File: src/rtl/rc4_pkg.sv
`default_nettype none
// ============================================================================
// Module   : rc4_pkg
// Brief    : Shared types and constants for the rc4 keystream consumer path.
// Revision : 1.0
// ============================================================================
package rc4_pkg;

    localparam int RC4_LEN_W = 16;

    typedef enum logic [1:0] {
        IDLE  = 2'd0,
        RUN   = 2'd1,
        DRAIN = 2'd2,
        DONE  = 2'd3
    } rc4_state_t;

    typedef logic [7:0] rc4_byte_t;

endpackage
`default_nettype wire

File: src/rtl/rc4_ks_fifo.sv
`default_nettype none
// ============================================================================
// Module   : rc4_ks_fifo
// Brief    : Small synchronous keystream prefetch FIFO with a registered head.
// Revision : 1.0
// ============================================================================
module rc4_ks_fifo
    import rc4_pkg::*;
#(
    parameter int DEPTH = 4
) (
    input  logic      clk,
    input  logic      rst_n,
    input  logic      push,
    input  logic      pop,
    input  rc4_byte_t wdata,
    output rc4_byte_t rdata,
    output logic      full,
    output logic      empty
);

    localparam int c_AW = (DEPTH > 1) ? $clog2(DEPTH) : 1;
    localparam logic [c_AW:0]   c_DEPTH = (c_AW + 1)'(DEPTH);
    localparam logic [c_AW-1:0] c_PTR_ONE = c_AW'(1);

    rc4_byte_t       r_mem [DEPTH];
    logic [c_AW-1:0] r_wr_ptr;
    logic [c_AW-1:0] r_rd_ptr;
    logic [c_AW:0]   r_count;
    logic            w_push;
    logic            w_pop;

    // Requests against a full/empty FIFO are dropped rather than corrupting state.
    assign w_push = push && !full;
    assign w_pop  = pop && !empty;
    assign full   = (r_count == c_DEPTH);
    assign empty  = (r_count == '0);
    assign rdata  = r_mem[r_rd_ptr];

    always_ff @(posedge clk) begin
        if (w_push) begin
            r_mem[r_wr_ptr] <= wdata;
        end
    end

    always_ff @(posedge clk or negedge rst_n) begin
        if (!rst_n) begin
            r_wr_ptr <= '0;
            r_rd_ptr <= '0;
            r_count  <= '0;
        end else begin
            if (w_push) begin
                r_wr_ptr <= r_wr_ptr + c_PTR_ONE;
            end
            if (w_pop) begin
                r_rd_ptr <= r_rd_ptr + c_PTR_ONE;
            end
            case ({w_push, w_pop})
                2'b10:   r_count <= r_count + (c_AW + 1)'(1);
                2'b01:   r_count <= r_count - (c_AW + 1)'(1);
                default: r_count <= r_count;
            endcase
        end
    end

endmodule
`default_nettype wire

File: src/rtl/rc4_stream_xor.sv
`default_nettype none
// ============================================================================
// Module   : rc4_stream_xor
// Brief    : Buffers rc4 keystream bytes and XORs them onto a data byte stream.
// Revision : 1.0
// ============================================================================
module rc4_stream_xor
    import rc4_pkg::*;
#(
    parameter int FIFO_DEPTH = 4,
    parameter int LEN_W      = RC4_LEN_W
) (
    input  logic             clk,
    input  logic             rst_n,
    input  logic             start,
    input  logic [LEN_W-1:0] msg_len,
    input  logic             ks_valid,
    input  logic [7:0]       ks_byte,
    output logic             ks_ready,
    input  logic             din_valid,
    input  logic [7:0]       din,
    output logic             din_ready,
    output logic             dout_valid,
    output logic [7:0]       dout,
    input  logic             dout_ready,
    output logic             busy,
    output logic             done,
    output logic [LEN_W-1:0] byte_cnt
);

    localparam logic [LEN_W-1:0] c_ONE = LEN_W'(1);

    rc4_state_t       r_state;
    rc4_state_t       w_state_nxt;
    logic [LEN_W-1:0] r_fetch_left;
    logic [LEN_W-1:0] r_data_left;
    logic [LEN_W-1:0] r_byte_cnt;
    rc4_byte_t        r_dout;
    logic             r_dout_valid;
    rc4_byte_t        w_ks_head;
    logic             w_fifo_full;
    logic             w_fifo_empty;
    logic             w_ks_hs;
    logic             w_din_hs;
    logic             w_dout_hs;

    rc4_ks_fifo #(
        .DEPTH (FIFO_DEPTH)
    ) u_ks_fifo (
        .clk   (clk),
        .rst_n (rst_n),
        .push  (w_ks_hs),
        .pop   (w_din_hs),
        .wdata (ks_byte),
        .rdata (w_ks_head),
        .full  (w_fifo_full),
        .empty (w_fifo_empty)
    );

    // Fetch is capped at msg_len so the rc4 core never runs ahead of the message.
    assign ks_ready  = (r_state == RUN) && !w_fifo_full && (r_fetch_left != '0);
    assign din_ready = (r_state == RUN) && !w_fifo_empty && (r_data_left != '0)
                       && (!r_dout_valid || dout_ready);

    assign w_ks_hs   = ks_valid && ks_ready;
    assign w_din_hs  = din_valid && din_ready;
    assign w_dout_hs = r_dout_valid && dout_ready;

    assign dout_valid = r_dout_valid;
    assign dout       = r_dout;
    assign byte_cnt   = r_byte_cnt;
    assign busy       = (r_state == RUN) || (r_state == DRAIN);
    assign done       = (r_state == DONE);

    always_ff @(posedge clk or negedge rst_n) begin
        if (!rst_n) begin
            r_state <= IDLE;
        end else begin
            r_state <= w_state_nxt;
        end
    end

    always_comb begin
        w_state_nxt = r_state;
        case (r_state)
            IDLE: begin
                if (start) begin
                    w_state_nxt = (msg_len != '0) ? RUN : DONE;
                end
            end
            RUN: begin
                if (w_din_hs && (r_data_left == c_ONE)) begin
                    w_state_nxt = DRAIN;
                end
            end
            DRAIN: begin
                if (!r_dout_valid || dout_ready) begin
                    w_state_nxt = DONE;
                end
            end
            DONE:    w_state_nxt = IDLE;
            default: w_state_nxt = IDLE;
        endcase
    end

    always_ff @(posedge clk or negedge rst_n) begin
        if (!rst_n) begin
            r_fetch_left <= '0;
            r_data_left  <= '0;
            r_byte_cnt   <= '0;
            r_dout       <= '0;
            r_dout_valid <= 1'b0;
        end else begin
            if ((r_state == IDLE) && start) begin
                r_fetch_left <= msg_len;
                r_data_left  <= msg_len;
                r_byte_cnt   <= '0;
            end else begin
                if (w_ks_hs) begin
                    r_fetch_left <= r_fetch_left - c_ONE;
                end
                if (w_din_hs) begin
                    r_data_left <= r_data_left - c_ONE;
                end
                if (w_dout_hs) begin
                    r_byte_cnt <= r_byte_cnt + c_ONE;
                end
            end
            // A new byte may load in the same cycle the old one is taken.
            if (w_din_hs) begin
                r_dout       <= din ^ w_ks_head;
                r_dout_valid <= 1'b1;
            end else if (dout_ready) begin
                r_dout_valid <= 1'b0;
            end
        end
    end

endmodule
`default_nettype wire

File: config.mk
export PLATFORM = sky130hd
export DESIGN_NAME = rc4_stream_xor
export DESIGN_NICKNAME = d
export VERILOG_FILES = /design/src/rtl/rc4_pkg.sv /design/src/rtl/rc4_ks_fifo.sv /design/src/rtl/rc4_stream_xor.sv
export SDC_FILE = /design/constraint.sdc
export NUM_CORES = 1
export LEC_CHECK = 0
export BUFFER_PORTS_ARGS = -buffer_cell sky130_fd_sc_hd__clkbuf_2
export CAP_MARGIN = 40
export CORE_UTILIZATION = 30
export CTS_CLUSTER_DIAMETER = 200
export DETAILED_ROUTE_END_ITERATION = 16
export PLACE_DENSITY = 0.59
export SYNTH_ARGS = -nofsm -noshare
export SYNTH_HDL_FRONTEND = slang
export SYNTH_SLANG_ARGS = --single-unit
File: constraint.sdc
create_clock -name clk -period 7.33 [get_ports clk]
set_input_delay 1.0995 -clock clk [delete_from_list [all_inputs] [get_ports clk]]
set_output_delay 1.0995 -clock clk [all_outputs]
set_load 0.02 [all_outputs]
==> qor.yml <==
drtIter0Drc: 165
path_clk_slew_ps: 70
worst_path_max_delay_cell: "nor4b_1"
p_sw_share_pct: 22.6
dpl_cell_area_mm2: 0.00554
final_common_cell: "dfrtp_1"
cts_buffer_depth: 2
tightestPinTransition_ps: 862
crit_type: "reg2out"
grt.total_usage_pct: 13.9
crit_chain: "inv_1, ha_1, nor3b_2, nand4_2, inv_1, nor4b_1, clkbuf_2"
synth_edf_count: 32
cap_violations: 0
yosysSeqAreaShare_pct: 52.7
syn_area_mm2: 0.00496
p_per_area_mw_per_mm2: 181
drv_slew: 0
synth_nets: 499
crit_buf_inv: 3
pwr-share-seq_pct: 53.7
die_area_mm2: 0.0171
synth_area_per_cell_um2: 11.1
grt_pass1_vias: 3575
ir_drop_uv: 151
totalWireLength_um: 11100
yosys_warnings: 0
fin_crit_ps: 3400
ys.flop_type: "dfrtp_1"
root_buffer: "clkbuf_16"
crit_path_start_kind: "flip-flop"
core_area_mm2: 0.0160
vias: 3552
clkPwrFrac_pct: 43.5
ctsHoldBuffers: 0
drive_gt1_share_pct: 21.6
clk_latency_ps: 350
synthToLayoutAreaGrowth_pct: 17.2
p_int_mw: 0.814
synthCells: 446
async_reset_ff_share_pct: 67.3
synth-seq-cells: 98
rsz0062_at_grt: "no"
final_area_mm2: 0.00581
wl_met2_um: 5320
timing.hold.ws_ps: 485
hpwl_um: 8110
top_layer_used: "met4"
std_cell_rows: 46
cts_resized: 0
wire_per_inst_um: 15.2
power_switching_mw: 0.237
grt_pass1_wl_um: 18000
wl_met1_um: 5130
post-route-period-util_pct: 46.4
ioPinCount: 67
htree_levels: 3
fp.dieW_um: 131
grt_overflow: 0
mostFrequentLayoutCells: "dfrtp_1 (66), clkbuf_2 (65), nor2_1 (53)"
cp.arrival_ps: 2300
totalNegativeSetupSlack_ps: 0
placement.io_buffers: 66
hold_viol_final: 0
grt_max_degree: 48
p_comb_share_pct: 2.8
crit_top_cell: "inv_1"
crit_required_ps: 6230
route.met3.wl_um: 503
antenna_found_initial: 0
hp-class: "reg2reg"
fin_nets: 562
cp_max_fo: 10
status: "finished, final reports clean"
die_y_um: 131
setup_viol: 0
slowest_delay_ps: 510
layout.cells.non_filler: 730
cts_setup_buffers: 0
firstDrtPassIters: 4
drc: 0
drtAntennaViolNets: 0
yosysUniqueCellTypes: 48
p_leak_nw: 2.52
clock_sinks: 98
final_core_util_pct: 36.3
cts_tree: "done"
insertedDiodeCount: 0
slew_headroom_pct: 42.0
viasPerCell: 4.87
place.gp.congestion: 0.806
fmax_mhz: 294
path_delay_family: "simple AND/OR/NAND/NOR gates"
initial_utilization_pct: 31.0
finalClockSkew_ps: 10.0
critPathCaptureType: "output pin"
cts-buffers-inserted: 9
place_inst: 714
-- registers in the layout, summed over array words and instances, names as in the netlist --
name,flops
u_ks_fifo.r_mem,32
dout_valid,1
r_fetch_left,16
u_ks_fifo.r_rd_ptr,2
dout,8
u_ks_fifo.r_wr_ptr,2
byte_cnt,16
r_data_left,16
r_state,2
u_ks_fifo.r_count,3
-- power by group through the flow --
stage               clock network, mW  logic (mW)  registers (mW)
floorplan                           0     0.00480           0.576
global placement                    0      0.0276           0.576
detailed placement                  0      0.0303           0.576
CTS                             0.474      0.0304           0.565
global route                    0.494      0.0333           0.565
finish                          0.458      0.0295           0.565
-- kinds of logic (layout without fill, tap and decap cells) --
group / count (synthesis) / after routing / synth area share [%]
and+or+nand+nor: 178 / 178 / 20.6
DFF: 98 / 98 / 52.7
AOI/OAI and AO/OA: 59 / 59 / 6.46
xor gates and xnor gates: 50 / 50 / 8.83
buffers and inverters: 34 / 102 / 3.03
adders and majority gates: 15 / 15 / 3.94
muxes: 12 / 12 / 4.44
-- synth_stat cells, types with 2 or more instances --
| cell type | n | share of area (%) |
|---|---|---|
| nand2b_1 | 3 | 0.38 |
| nand4b_1 | 2 | 0.35 |
| o21ai_1 | 4 | 0.40 |
| or2_2 | 2 | 0.25 |
| nor4b_1 | 5 | 0.88 |
| nor4_1 | 6 | 0.76 |
| ha_1 | 14 | 3.5 |
| nand3_1 | 11 | 1.1 |
| a21o_1 | 2 | 0.30 |
| nor4_4 | 3 | 1.3 |
| and3_1 | 2 | 0.25 |
| o21ai_0 | 3 | 0.30 |
| nor2b_1 | 5 | 0.63 |
| nor3_1 | 14 | 1.4 |
| nor2_1 | 53 | 4.0 |
| xnor2_1 | 25 | 4.4 |
| nor4_2 | 4 | 1.0 |
| and2_1 | 8 | 1.0 |
| mux4_2 | 8 | 3.6 |
| or3_1 | 5 | 0.63 |
| edfxtp_1 | 32 | 19 |
| clkbuf_1 | 10 | 0.76 |
| or4_4 | 3 | 0.68 |
| xor2_1 | 25 | 4.4 |
| buf_2 | 6 | 0.61 |
| dfrtp_1 | 66 | 33 |
| buf_1 | 2 | 0.15 |
| nand2_1 | 23 | 1.7 |
| buf_6 | 2 | 0.45 |
| mux2i_1 | 4 | 0.81 |
| or3b_1 | 2 | 0.35 |
| inv_1 | 13 | 0.98 |
| nand4_1 | 20 | 2.5 |
| o311a_1 | 2 | 0.40 |
| a21oi_1 | 44 | 4.4 |
-- metrics by stage --
| step | setup slack (ps) | power, mW |
|---|---|---|
| after global routing | 3830 | 1.09 |
| after detailed placement | 3820 | 0.606 |
| after floorplan | 4170 | 0.581 |
| after CTS | 3940 | 1.07 |
| after global placement | 3910 | 0.604 |
| final | 3930 | 1.05 |
-- final cells by class --
type / instances / area [um^2]
inverter: 14 / 52.6
multi-input combinational: 314 / 2200
clock inverter: 6 / 46.3
clock buffer: 10 / 233
sequential: 98 / 2610
fill: 1654 / 10200
tap: 216 / 270
timing repair buffer: 72 / 403
-- worst reg2reg max path, stage by stage, from the launching register on --
cell and delay, ps:
dfrtp_1 400, inv_1 140, ha_1 300, nand2_1 110, nor3_2 450, and2_1 210
buf_4 290, ha_1 260, inv_1 60, fa_1 370, xor2_1 150, nor2_1 110
xor2_1 150
-- worst paths after layout --
kind                                 startpoint                    to  slack (ps)  cells after the start
min reg2reg                u_ks_fifo.r_count[2]  u_ks_fifo.r_count[2]         490                      1
min in group asynchronous                 rst_n       r_fetch_left[3]         740                      2
max reg2reg                          r_state[1]  u_ks_fifo.r_count[2]        4270                     12
max                              r_data_left[0]             din_ready        3930                      7
min                        u_ks_fifo.r_count[2]  u_ks_fifo.r_count[2]         490                      1
max in group asynchronous                 rst_n           byte_cnt[5]        6050                      3
-- layer usage --
layer / vias up / track usage [%]
met5: - / 0
met4: 0 / 4.67
met3: 10 / 3.58
met2: 72 / 22.7
met1: 1754 / 18.0
li1: 1716 / -
Power figures use the tool's default switching activity.
